`config.mk`:
```
export PLATFORM = sky130hd
export DESIGN_NAME = fetch_stage
export DESIGN_NICKNAME = d
export VERILOG_FILES = /design/src/rtl/fetch_pkg.sv /design/src/rtl/fetch_ifid_reg.sv /design/src/rtl/fetch_stage.sv
export SDC_FILE = /design/constraint.sdc
export NUM_CORES = 1
export LEC_CHECK = 0
export ABC_AREA = 1
export BUFFER_PORTS_ARGS = -buffer_cell sky130_fd_sc_hd__buf_2
export CORE_MARGIN = 10
export CORE_UTILIZATION = 48
export CTS_CLUSTER_DIAMETER = 100
export CTS_CLUSTER_SIZE = 30
export DETAILED_ROUTE_END_ITERATION = 10
export PLACE_DENSITY = 0.75
export SYNTH_ARGS = -nofsm -noshare
export SYNTH_HDL_FRONTEND = slang
export SYNTH_HIERARCHICAL = 1
export SYNTH_SLANG_ARGS = --single-unit
```
`constraint.sdc`:
```
create_clock -name clk_i -period 3.1 [get_ports clk_i]
set_input_delay 0.465 -clock clk_i [delete_from_list [all_inputs] [get_ports clk_i]]
set_output_delay 0.465 -clock clk_i [all_outputs]
set_load 0.1 [all_outputs]
```
`src/rtl/fetch_pkg.sv`:
```
// Shared types for the instruction-fetch stage.
// State encoding, word width and the default NOP word.
package fetch_pkg;

    localparam int XLEN = 16;

    typedef logic [XLEN-1:0] word_t;

    localparam word_t NOP_WORD = 16'h0020;

    typedef enum logic [1:0] {
        S_BOOT,
        S_RUN,
        S_HALT,
        S_FAULT
    } state_t;

endpackage

```
`src/rtl/fetch_ifid_reg.sv`:
```
// IF/ID output register: load, flush and hold controls.
// Holds the fetched word and its PC until decode takes it.
module fetch_ifid_reg
    import fetch_pkg::*;
#(
    parameter word_t NOP_INSTR = NOP_WORD
) (
    input  logic  clk_i,
    input  logic  rst_i,
    input  logic  load_i,
    input  logic  flush_i,
    input  logic  ready_i,
    input  word_t instr_i,
    input  word_t pc_i,
    output logic  valid_o,
    output word_t instr_o,
    output word_t pc_o
);

    // Flush beats load; an accepted word with no refill empties the slot.
    always_ff @(posedge clk_i) begin
        if (rst_i) begin
            valid_o <= 1'b0;
            instr_o <= NOP_INSTR;
            pc_o    <= '0;
        end else if (flush_i) begin
            valid_o <= 1'b0;
            instr_o <= NOP_INSTR;
        end else if (load_i) begin
            valid_o <= 1'b1;
            instr_o <= instr_i;
            pc_o    <= pc_i;
        end else if (ready_i) begin
            valid_o <= 1'b0;
            instr_o <= NOP_INSTR;
        end
    end

endmodule

```
`src/rtl/fetch_stage.sv`:
```
// Instruction-fetch stage in front of a same-cycle IMEM.
// Owns the PC, the fetch FSM and the accepted-instruction count.
module fetch_stage
    import fetch_pkg::*;
#(
    parameter word_t PC_RESET    = 16'h0000,
    parameter int    NUM_ENTRIES = 256,
    parameter word_t NOP_INSTR   = NOP_WORD
) (
    input  logic        clk_i,
    input  logic        rst_i,
    output logic [15:0] imem_addr_o,
    input  logic [15:0] imem_rdata_i,
    input  logic        ready_i,
    input  logic        redirect_i,
    input  logic [15:0] redirect_pc_i,
    input  logic        halt_i,
    output logic        valid_o,
    output logic [15:0] instr_o,
    output logic [15:0] pc_o,
    output logic        halted_o,
    output logic        fault_o,
    output logic [15:0] fetch_count_o
);

    localparam logic [16:0] LIMIT = 17'(NUM_ENTRIES);

    state_t state_q, state_d;
    word_t  pc_q, pc_d;
    logic   in_range;
    logic   load;
    logic   flush;
    logic   accept;

    assign in_range    = {1'b0, pc_q} < LIMIT;
    assign imem_addr_o = pc_q;
    assign halted_o    = (state_q == S_HALT);
    assign fault_o     = (state_q == S_FAULT);
    assign accept      = valid_o & ready_i & ~flush;

    // Next state, next PC and output-register controls.
    always_comb begin
        state_d = state_q;
        pc_d    = pc_q;
        load    = 1'b0;
        flush   = 1'b0;
        unique case (state_q)
            S_BOOT: state_d = S_RUN;
            S_RUN: begin
                unique case (1'b1)
                    halt_i: begin
                        state_d = S_HALT;
                        flush   = 1'b1;
                    end
                    !halt_i && redirect_i: begin
                        pc_d  = redirect_pc_i;
                        flush = 1'b1;
                    end
                    !halt_i && !redirect_i && !in_range: begin
                        state_d = S_FAULT;
                    end
                    default: begin
                        if (!valid_o || ready_i) begin
                            load = 1'b1;
                            pc_d = pc_q + 16'd1;
                        end
                    end
                endcase
            end
            default: ;
        endcase
    end

    // State and PC registers.
    always_ff @(posedge clk_i) begin
        if (rst_i) begin
            state_q <= S_BOOT;
            pc_q    <= PC_RESET;
        end else begin
            state_q <= state_d;
            pc_q    <= pc_d;
        end
    end

    // Saturating count of words handed to decode.
    always_ff @(posedge clk_i) begin
        if (rst_i) begin
            fetch_count_o <= '0;
        end else if (accept && fetch_count_o != 16'hFFFF) begin
            fetch_count_o <= fetch_count_o + 16'd1;
        end
    end

    fetch_ifid_reg #(
        .NOP_INSTR (NOP_INSTR)
    ) u_ifid (
        .clk_i   (clk_i),
        .rst_i   (rst_i),
        .load_i  (load),
        .flush_i (flush),
        .ready_i (ready_i),
        .instr_i (imem_rdata_i),
        .pc_i    (pc_q),
        .valid_o (valid_o),
        .instr_o (instr_o),
        .pc_o    (pc_o)
    );

endmodule

```
# After elaboration in Yosys (flattened, before gate mapping)
# Index checks and enable logic that the tools add are counted.
# Widths: inputs -> output; s select.
totals:
  regBits: 67
  latchBits: 0
  memories: 0
  input_bits: 37
  output_inout_bits: 67
  ramBits: 0
  elab_cells: 51
  mem_bits_ro: 0
classes:
  n_shift: 0
  n_mux: 13
  n_eq_ne: 5
  magnitude_cmp: 1
  n_div: 0
  n_bitwise: 4
  mul: 0
  n_reduce_logical: 20
  addsub: 2
op_table:
  columns: ["operator", "count"]
  rows:
  - ["$mux 16", 3]
  - ["$add 16x1->16 const B", 2]
  - ["$pmux 16 s2", 1]
  - ["$lt 16x9->1 const B", 1]
  - ["$ne 16x16->1 const B", 1]
  - ["$pmux 2 s2", 2]
  - ["$mux 1", 7]
  - ["$reduce_bool 2->1", 3]
  - ["$reduce_or 2->1", 3]
  - ["$eq 2x2->1 const B", 2]
  - ["$logic_and 1x1->1", 4]
  - ["$logic_not 1->1", 4]
  - ["$reduce_and 2->1", 2]
  - ["$ne 3x3->1 const B", 1]
  - ["$reduce_and 3->1", 1]
  - ["$reduce_or 3->1", 1]
  - ["$and 1x1->1", 2]
  - ["$eq 2x1->1 const B", 1]
  - ["$logic_not 2->1", 1]
  - ["$not 1->1", 2]
  - ["$logic_or 1x1->1", 1]

# Depth between registers and ports, before layout
# Gate-level depths: netlist of the first run.
logic_depth:
  word_depth: 8
  mapped_depth: 11
  ltp_nobuf: 10

# Cells and area by module
# Netlist of the first run, hierarchy kept.
modules_own_cells:
  columns: ["module", "instances", "cells_per_inst", "area_each_um2"]
  rows:
  - ["fetch_stage", 1, 358, 2167.1]
  - ["fetch_ifid_reg", 1, 181, 1307.5]

# Worst setup path before layout of the first run
# OpenSTA, ideal clock, no wires.
synth_path:
  path_type: "flip-flop to flip-flop"
  start: "reg fetch_count_o[0]"
  end: "reg fetch_count_o[7]"
  period_less_slack_ns: 2.426
  t_required_ns: 2.969
  path_stages_with_launch: 10
  arrival_time_ns: 2.296
  slack_ns: 0.674
  path_cell_list: "dfxtp_1 > ha_1 > nand3_1 > nor2_2 > nand3b_2 > nand2_4 > inv_2 > buf_6 > nand2_1 > a21oi_2"
synth_via:
  elab_chain_len: 2
  elab_cells_between_ends: 3
  classes_between: "add/sub: 1; eq/ne: 1; reduce/logical: 1"
synth_rtl:
  columns: ["element", "line", "text"]
  rows:
  - ["start: declaration", "fetch_stage.sv:23", "output logic [15:0] fetch_count_o"]
  - ["start signal: assignment", "fetch_stage.sv:90", "fetch_count_o <= fetch_count_o + 16'd1;"]
  - ["branches (longest 2 deep; another with $add 16x1->16)", null, null]
# Several ways; the timed one is not identified.
# A chain may end at the register's enable or synchronous reset.

# Worst setup path after layout of the first run
layout_path:
  start: "reg pc_q[12], in the netlist imem_addr_o[12]"
  end: "reg u_ifid.pc_o[15]"
layout_via:
  elab_chain_len: 7
layout_rtl:
  columns: ["element", "line", "text"]
  rows:
  - ["start: declaration", "fetch_stage.sv:29", "word_t pc_q, pc_d;"]
  - ["start signal: assignment", "fetch_stage.sv:81", "pc_q <= pc_d;"]
  - ["$lt 16x9->1", "fetch_stage.sv:35", "assign in_range = {1'b0, pc_q} < LIMIT;"]
  - ["$logic_not 1->1", "fetch_stage.sv:59", "!halt_i && !redirect_i && !in_range: begin"]
  - ["$logic_and 1x1->1", "fetch_stage.sv:59", null]
  - ["$reduce_or 3->1 (no source line)", null, null]
  - ["$mux 1", "fetch_stage.sv:50", "unique case (1'b1)"]
  - ["$mux 1", "fetch_stage.sv:47", "unique case (state_q)"]
  - ["named net load", "fetch_stage.sv:31", "logic load;"]
  - ["$reduce_and 2->1 (no source line)", null, null]
  - ["end signal: assignment", "fetch_ifid_reg.sv:32", "pc_o <= pc_i;"]
  - ["end: declaration", "fetch_ifid_reg.sv:17", "output word_t pc_o"]
# The timed path passes the listed nets, and every way through them passes these cells.

==> out/metrics.yaml, run 1 <==
status:
  status: "finished, final reports clean"
detailed_routing:
  via_count: 3672
  met3_length_um: 685
  first_pass_iters: 5
  drt_iter0_markers: 202
  met2_length_um: 4510
  avgRoutedWirePerCell_um: 13.2
  viasPerCell: 4.98
  drc: 0
  finalWirelength_um: 9770
  ant_nets: 0
  wl_met1_um: 4490
  maxUsedRoutingLayer: "met4"
power:
  cellPowerDensity_nw_per_um2: 485
  power.total_mw: 2.04
  power_leakage_nw: 1.86
  ir_drop_mv: 0.225
cells_and_area:
  fin_nets: 676
  fill_cells: 716
  mostFrequentLayoutCell: "nand2_1"
  regArea_um2: 1340
  stdcell_area_um2: 4210
  num_antenna_cells: 0
  layout_common_cells: "nand2_1 (164), buf_2 (103), nor2_1 (88)"
  drive_gt1_share_pct: 21.8
  areaGrowthSynthToFinish_pct: 21.2
  multi_input_area_um2: 1800
worst_setup_path:
  path_cells: "nor2_1 -> nand2_1 -> nor4_2 -> buf_4 -> inv_2 -> nor2_4 -> nor2_1 -> nor2_1"
  critPathArrivalTime_ns: 2.26
  reg2reg_from: "imem_addr_o[12]"
  worst_path_most_repeated_cell: "nor2_1"
  crit_start: "imem_addr_o[12]"
  slowest_stage: "dfxtp_1"
  end_kind: "flip-flop"
  critical_path_class: "flip-flop to flip-flop"
  max_stage_delay_ns: 0.40
  cp_max_fo: 35
  critPathRequiredTime_ns: 3.37
  start_kind: "flip-flop"
clocking:
  cts.sink_count: 67
  clkSlewWorstSetupHoldPaths_ns: 0.08
  clockRootBuffer: "clkbuf_8"
  h-tree-depth: 3
  clk_path_buf_depth: 2
  cts_hold_buf: 0
  cts_tree: "yes"
  cts_setup_buffers: 0
  postCtsResizedCells: 0
  clk_latency_ns: 0.34
  cts_made_buffers: 9
timing:
  worst_clock_skew_ns: 0.00663
  tightest_slew_ns: 0.534
  hold_violations: 0
  slew_violations: 0
  hold_slack_ns: 0.374
  fmax_mhz: 503
  period_needed_ns: 1.99
  setup_violations: 0
  min_period_over_period_pct: 64.1
  slew_headroom_pct: 64.4
  fin_setup_tns_ns: 0
  rsz0062_at_grt: "false"
synth:
  synth_fa_ha_area_share_pct: 0.720
  syn-num-nets: 578
  synth_cell_types: 33
  synth_edf_count: 0
  synth_top_family_by_area: "simple AND/OR/NAND/NOR gates"
  ys_seq_area_share_pct: 38.6
  synth-main-ff-cell: "dfxtp_1"
  ys_ff_latch: 67
  synth-xor-area-share_pct: 2.52
  synth_mux_area_share_pct: 0
  syn-mean-instance-area_um2: 6.45
  yosys_warnings: 6
  yosys.area_share.simple_pct: 38.1
  synth-compound-area-share_pct: 10.3
  synthArstFlopShare_pct: 0
  synthCells: 539
  synth_area_um2: 3470
global_routing:
  globalRouteTotalUtil_pct: 17.1
  antenna_found_initial: 0
  grt_overflow: 0
  grt_max_degree: 36
  grt_pass1_vias: 3409
  grt_pass1_wl_um: 16100
die:
  dieWidth_um: 105
  coreArea_um2: 6910
  die_area_um2: 11000
  rows: 30
  die_height_um: 105
  initial_core_util_pct: 50.3
  ios: 104
placed_design:
  io_buffers: 103
  place.gp.congestion: 0.909
  place_area_um2: 4010
  dp_hpwl_um: 7340
flow_run:
  cap_violations: 0
hold_path:
  hp-class: "input pin to flip-flop"
  hold_start: "imem_rdata_i[13]"
## layer usage
metal | up-vias | global-route usage (%)
li1 | 1896 | -
met1 | 1643 | 20.5
met2 | 121 | 28.3
met3 | 12 | 5.34
met4 | 0 | 5.78
met5 | - | 0
## cells by family (layout without fill, tap and decap cells)
| group | count (synthesis) | after routing |
|---|---|---|
| flip-flops | 67 | 67 |
| XOR/XNOR | 10 | 10 |
| buffers and inverters | 77 | 180 |
| AND/OR/NAND/NOR | 315 | 315 |
| adder cells (fa/ha/maj) | 2 | 2 |
| AO/OA/AOI/OAI | 68 | 68 |
## registers in the layout (all words and copies together), names as in the netlist
name / flops
state_q: 2
u_ifid/valid_o: 1
fetch_count_o: 16
u_ifid/pc_o: 16
imem_addr_o: 16
u_ifid/instr_o: 16
## critical path: cells and delay by family, from the launching register on
family	cells	cell delay, ns
buf+inv	2	0.49
simple gates	6	1.01
flops	1	0.40
## cell usage after synthesis, drive strengths merged, types with 4 or more instances
master	instances	share of area (%)
nor3	4	0.58
nor2	96	11
o21ai	20	2.9
nand3	38	5.6
buf	16	3.2
xor2	8	2.0
nand4	9	1.6
a21oi	44	6.6
dfxtp	67	39
inv	58	6.3
nand2	165	18
## worst paths after layout
kind	depth (start not counted)	to	slack, ns
hold / removal	3	u_ifid/instr_o[13]	0.37
setup / recovery	8	u_ifid/pc_o[15]	1.11
setup reg to reg	8	u_ifid/pc_o[15]	1.11
hold reg to reg	2	u_ifid/instr_o[0]	0.46
## through the flow
| stage | utilization (%) | std cells | setup slack, ns |
|---|---|---|---|
| CTS | 61.0 | 738 | 1.13 |
| global placement | 58.1 | 722 | 1.12 |
| finish | 61.0 | 738 | 1.11 |
| detailed placement | 58.1 | 722 | 1.05 |
| floorplan | - | 539 | 0.674 |
| global route | 61.0 | 738 | 0.957 |
## layout make-up
class	count	share of cell area, %
Multi-Input combinational cell	395	42.7
Sequential cell	67	31.8
Timing Repair Buffer	105	12.6
Inverter	59	5.26
Clock buffer	9	2.94
Tap cell	96	2.85
Clock inverter	7	1.81
## power by group
part,leakage (nW),total (mW),internal (mW),switching (mW)
sequential,0.542,0.913,0.887,0.0263
clock,0.0958,0.731,0.375,0.356
combinational,1.23,0.397,0.0796,0.318
total,1.86,2.04,1.34,0.700
Power figures use the tool's default switching activity.
==> inputs of run 2 (changes only) <==
- clock period: 3.1 -> 1.88 ns (I/O delays scaled with it)
==> run 2 against run 1 <==
Compared with the run above:
- via count is 1.7% higher
- wire length rose by 2.0%
- fmax up 21%
- clock power grew 81%
- largest power group unchanged
- non-clock buffer count rose by 7
- critical path depth unchanged
- worst hold slack worse by 0.19 ns
- register-to-register slack worse by 0.87 ns
- combinational power grew 70%
- largest cell class unchanged
- first-iteration DRC count fell by 30%
- final area up 3.1%
- total power is 71% higher
==> out/metrics.yaml, run 2 (synthesized netlist as in run 1, its figures left out) <==
clocking:
  clkSlewWorstSetupHoldPaths_ns: 0.08
  clk_latency_ns: 0.34
  h-tree-depth: 3
  cts_tree: "yes"
  clockRootBuffer: "clkbuf_8"
  cts.sink_count: 67
  postCtsResizedCells: 0
  clk_path_buf_depth: 2
  cts_hold_buf: 0
  cts_setup_buffers: 0
  cts_made_buffers: 9
timing:
  slew_headroom_pct: 66.3
  rsz0062_at_grt: "false"
  worst_clock_skew_ns: 0.0117
  tightest_slew_ns: 0.509
  setup_violations: 0
  hold_slack_ns: 0.184
  fmax_mhz: 611
  min_period_over_period_pct: 87.1
  finalWorstSetupSlack_ns: 0.243
  hold_violations: 0
  period_needed_ns: 1.64
  fin_setup_tns_ns: 0
  slew_violations: 0
placed_design:
  dp_hpwl_um: 7550
  place.gp.congestion: 0.868
  io_buffers: 103
  dp_slack_ns: 0.177
die:
  rows: 30
  dieWidth_um: 105
  coreArea_um2: 6910
  initial_core_util_pct: 50.3
  ios: 104
  die_area_um2: 11000
  die_height_um: 105
global_routing:
  grt_max_degree: 21
  grt_pass1_vias: 3557
  grt_overflow: 0
  antenna_found_initial: 0
  globalRouteTotalUtil_pct: 17.5
  grt_pass1_wl_um: 16300
worst_setup_path:
  endpoint: "imem_addr_o[11]"
  path_delay_family: "simple AND/OR/NAND/NOR gates"
  reg2reg_depth: 8
  cp_max_fo: 10
  path_buf_inv: 0
  max_stage_delay_ns: 0.35
  critical_path_class: "flip-flop to flip-flop"
  critPathArrivalTime_ns: 1.88
  rrSetupSlack_ns: 0.24
  critPathRequiredTime_ns: 2.12
  start_kind: "flip-flop"
  r2r_end: "imem_addr_o[11]"
  end_kind: "flip-flop"
  path_cells: "nor2_1 -> nand2_1 -> o21ai_1 -> nand3_2 -> nor2_1 -> nand2_1 -> nand2_1 -> nor2_1"
  cp_num_cells: 8
  crit_start: "imem_addr_o[10]"
  slowest_stage: "dfxtp_2"
  reg2reg_from: "imem_addr_o[10]"
detailed_routing:
  avgRoutedWirePerCell_um: 13.4
  viasPerCell: 5.02
  drt_iter0_markers: 141
  via_count: 3736
  ant_nets: 0
  first_pass_iters: 4
  finalWirelength_um: 9970
  drc: 0
power:
  comb_power_share_pct: 19.3
  ir_drop_mv: 0.720
  power_switching_share_pct: 32.9
  power.total_mw: 3.50
  power_switching_mw: 1.15
  power_frac_clock_pct: 37.7
  sequentialPowerShare_pct: 43.0
  cellPowerDensity_nw_per_um2: 805
  power_leakage_nw: 1.94
  power.internal_mw: 2.35
flow_run:
  cap_violations: 0
status:
  status: "finished, final reports clean"
cells_and_area:
  num_antenna_cells: 0
  areaGrowthSynthToFinish_pct: 25.1
  drive_gt1_share_pct: 27.8
  multi_input_area_um2: 1810
  fill_cells: 670
  regArea_um2: 1390
  layout_common_cells: "nand2_1 (164), buf_2 (103), nor2_1 (87)"
  fin_nets: 683
  mostFrequentLayoutCell: "nand2_1"
  final_core_util_pct: 62.9
hold_path:
  hp-class: "input pin to flip-flop"
[run 2: cell count changes in the layout (fill, tap and decap cells not counted), sizes merged]
cell      change
clkinvlp      -2
buf           +7
bufinv        +1
clkinv        -2
inv           +2
[run 2: area by class of cell]
cell class / count / share of cell area (%)
Timing Repair Buffer: 112 / 13.7
Multi-Input combinational cell: 395 / 41.7
Sequential cell: 67 / 31.9
Clock inverter: 6 / 1.99
Clock buffer: 9 / 2.85
Inverter: 59 / 5.10
Tap cell: 96 / 2.76
[run 2: per-layer routing]
layer | GRT usage, % | vias to the layer above | wire (µm)
li1 | - | 1903 | -
met1 | 20.1 | 1677 | 4310
met2 | 29.7 | 139 | 4700
met3 | 5.53 | 17 | 792
met4 | 6.57 | 0 | 166
met5 | 0 | - | 0
[run 2: worst min-delay path by stage]
stage                               to         startpoint  depth (start not counted)
global placement     u_ifid/instr_o[4]  u_ifid/instr_o[4]                          2
global route         u_ifid/instr_o[3]    imem_rdata_i[3]                          3
floorplan                   state_q[0]             halt_i                          1
detailed placement   u_ifid/instr_o[4]  u_ifid/instr_o[4]                          2
finish              u_ifid/instr_o[13]   imem_rdata_i[13]                          3
CTS                 u_ifid/instr_o[13]   imem_rdata_i[13]                          3
[run 2: metrics by stage]
step | cells | cell area [µm²]
3_3_place_gp | 729 | 4130
2_1_floorplan | 539 | 3520
3_5_place_dp | 729 | 4130
4_1_cts | 744 | 4340
6_report | 744 | 4350
5_1_grt | 744 | 4350
[run 2: worst reg2reg max path: cells and delay by family (launching register included)]
kind               cells  cell delay (ns)
DFF                    1             0.35
AOI/OAI and AO/OA      1             0.19
and+or+nand+nor        7             1.00
[run 2: power by group through the flow]
| stage | combinational (mW) | sequential, mW | clock, mW |
|---|---|---|---|
| CTS | 0.675 | 1.50 | 1.34 |
| finish | 0.675 | 1.50 | 1.32 |
| floorplan | 0.247 | 1.82 | 0 |
| detailed placement | 0.672 | 1.53 | 0 |
| global route | 0.727 | 1.51 | 1.41 |
| global placement | 0.667 | 1.53 | 0 |
==> inputs of run 3 (changes only) <==
- CORE_UTILIZATION: 48 -> 52
- CTS_CLUSTER_SIZE: 30 -> default
- PLACE_DENSITY: 0.75 -> 0.8
==> run 3 against run 2 <==
Compared with the run above:
- wire length shrank 0.96%
- sequential power about the same
- worst setup slack worse by 0.049 ns
- total power is 0.28% higher
- combinational power hardly changed
- sequential share of layout area up 0.20 points
- utilization increased by 4.3 points
- global-route usage rose by 1.5 points
- critical path depth shrank 1
- register-to-register slack worse by 0.05 ns
- final area is 0.63% lower
- critical path type unchanged
- largest cell class unchanged
- largest power group unchanged
==> out/metrics.yaml, run 3 (synthesized netlist as in run 1, its figures left out) <==
cells_and_area:
  areaGrowthSynthToFinish_pct: 24.3
  drive_gt1_share_pct: 27.7
  fin_nets: 683
  final_core_util_pct: 67.2
  num_antenna_cells: 0
  stdcell_area_um2: 4320
  mostFrequentLayoutCell: "nand2_1"
  layout_common_cells: "nand2_1 (164), buf_2 (103), nor2_1 (87)"
  fill_cells: 549
die:
  ios: 104
  dieWidth_um: 102
  coreArea_um2: 6420
  die_height_um: 102
  initial_core_util_pct: 54.1
  rows: 29
  die_area_um2: 10400
timing:
  rsz0062_at_grt: "false"
  hold_violations: 0
  min_period_over_period_pct: 89.7
  period_needed_ns: 1.69
  slew_violations: 0
  fin_setup_tns_ns: 0
  worst_clock_skew_ns: 0.00853
  fmax_mhz: 593
  setup_violations: 0
  tightest_slew_ns: 0.508
  slew_headroom_pct: 66.4
detailed_routing:
  ant_nets: 0
  drc: 0
  drt_iter0_markers: 167
  finalWirelength_um: 9870
  avgRoutedWirePerCell_um: 13.6
  first_pass_iters: 5
  via_count: 3739
  viasPerCell: 5.15
power:
  ir_drop_mv: 0.728
  cellPowerDensity_nw_per_um2: 812
  power_leakage_nw: 1.93
worst_setup_path:
  max_stage_delay_ns: 0.40
  end_kind: "flip-flop"
  slowest_stage: "nor4_2"
  cp_max_fo: 18
  critPathRequiredTime_ns: 2.08
  critPathArrivalTime_ns: 1.89
  critical_path_class: "flip-flop to flip-flop"
  worst_path_most_repeated_cell: "nand2_1"
  path_cells: "nor2_1 -> nand2_1 -> nor4_2 -> buf_4 -> nor2_8 -> nand2_1 -> a21oi_1"
  start_kind: "flip-flop"
clocking:
  cts_tree: "yes"
  clockRootBuffer: "clkbuf_8"
  h-tree-depth: 3
  clk_path_buf_depth: 2
  clkSlewWorstSetupHoldPaths_ns: 0.08
  cts.sink_count: 67
  cts_hold_buf: 0
  cts_made_buffers: 9
  postCtsResizedCells: 0
  cts_setup_buffers: 0
  clk_latency_ns: 0.34
flow_run:
  cap_violations: 0
global_routing:
  grt_pass1_vias: 3552
  grt_max_degree: 21
  antenna_found_initial: 0
  globalRouteTotalUtil_pct: 19.0
  grt_overflow: 0
  grt_pass1_wl_um: 16200
placed_design:
  place_area_um2: 4100
  place.gp.congestion: 0.869
  dp_hpwl_um: 7440
  io_buffers: 103
hold_path:
  hp-class: "input pin to flip-flop"
status:
  status: "finished, final reports clean"
==> run 3: changes by cell type in the layout (fill, tap and decap cells not counted) <==
cell and change:
clkinvlp_4 +1, inv_4 -1, nor4_2 +1, nor4_4 -1, clkbuf_1 +1
==> run 3: area by class of cell <==
cell class                      count  area (µm²)  area share, %
Clock buffer                       10         128           2.96
Sequential cell                    67        1390           32.1
Clock inverter                      6        87.6           2.03
Inverter                           59         221           5.13
Multi-Input combinational cell    395        1800           41.7
Timing Repair Buffer              112         596           13.8
Tap cell                           77        96.3           2.23
==> run 3: routing by layer <==
layer  wire (µm)  global-route usage (%)
met1        3960                    21.4
met4         146                    6.16
met5           0                       0
met3        1040                    7.08
met2        4720                    32.5
==> run 3: critical path: cells and delay by family, from the launching register on <==
| kind | cells | cell delay, ns |
|---|---|---|
| buffers and inverters | 1 | 0.32 |
| AO/OA/AOI/OAI | 1 | 0.06 |
| flip-flops | 1 | 0.36 |
| AND/OR/NAND/NOR | 5 | 0.80 |
==> run 3: worst paths after layout <==
path	end	cells past startpoint	slack, ns	start
worst max-delay path	u_ifid/instr_o[10]	7	0.19	imem_addr_o[12]
worst min-delay path	u_ifid/instr_o[1]	3	0.19	imem_rdata_i[1]
worst max register to register	u_ifid/instr_o[10]	7	0.19	imem_addr_o[12]
worst min register to register	u_ifid/instr_o[15]	2	0.46	u_ifid/instr_o[15]
==> run 3: metrics by stage <==
stage	power, mW	std cells	hold slack [ns]	setup WS, ns
after CTS	3.52	726	0.175	0.199
after floorplan	2.06	539	0.386	0.0511
final	3.51	726	0.190	0.194
after global placement	2.20	710	0.443	0.294
after detailed placement	2.20	710	0.449	0.211
after global routing	3.66	726	0.176	0.0562
==> run 3: power breakdown <==
part           switching, mW  internal (mW)
Sequential            0.0388           1.46
Clock                  0.583          0.751
Combinational          0.531          0.141
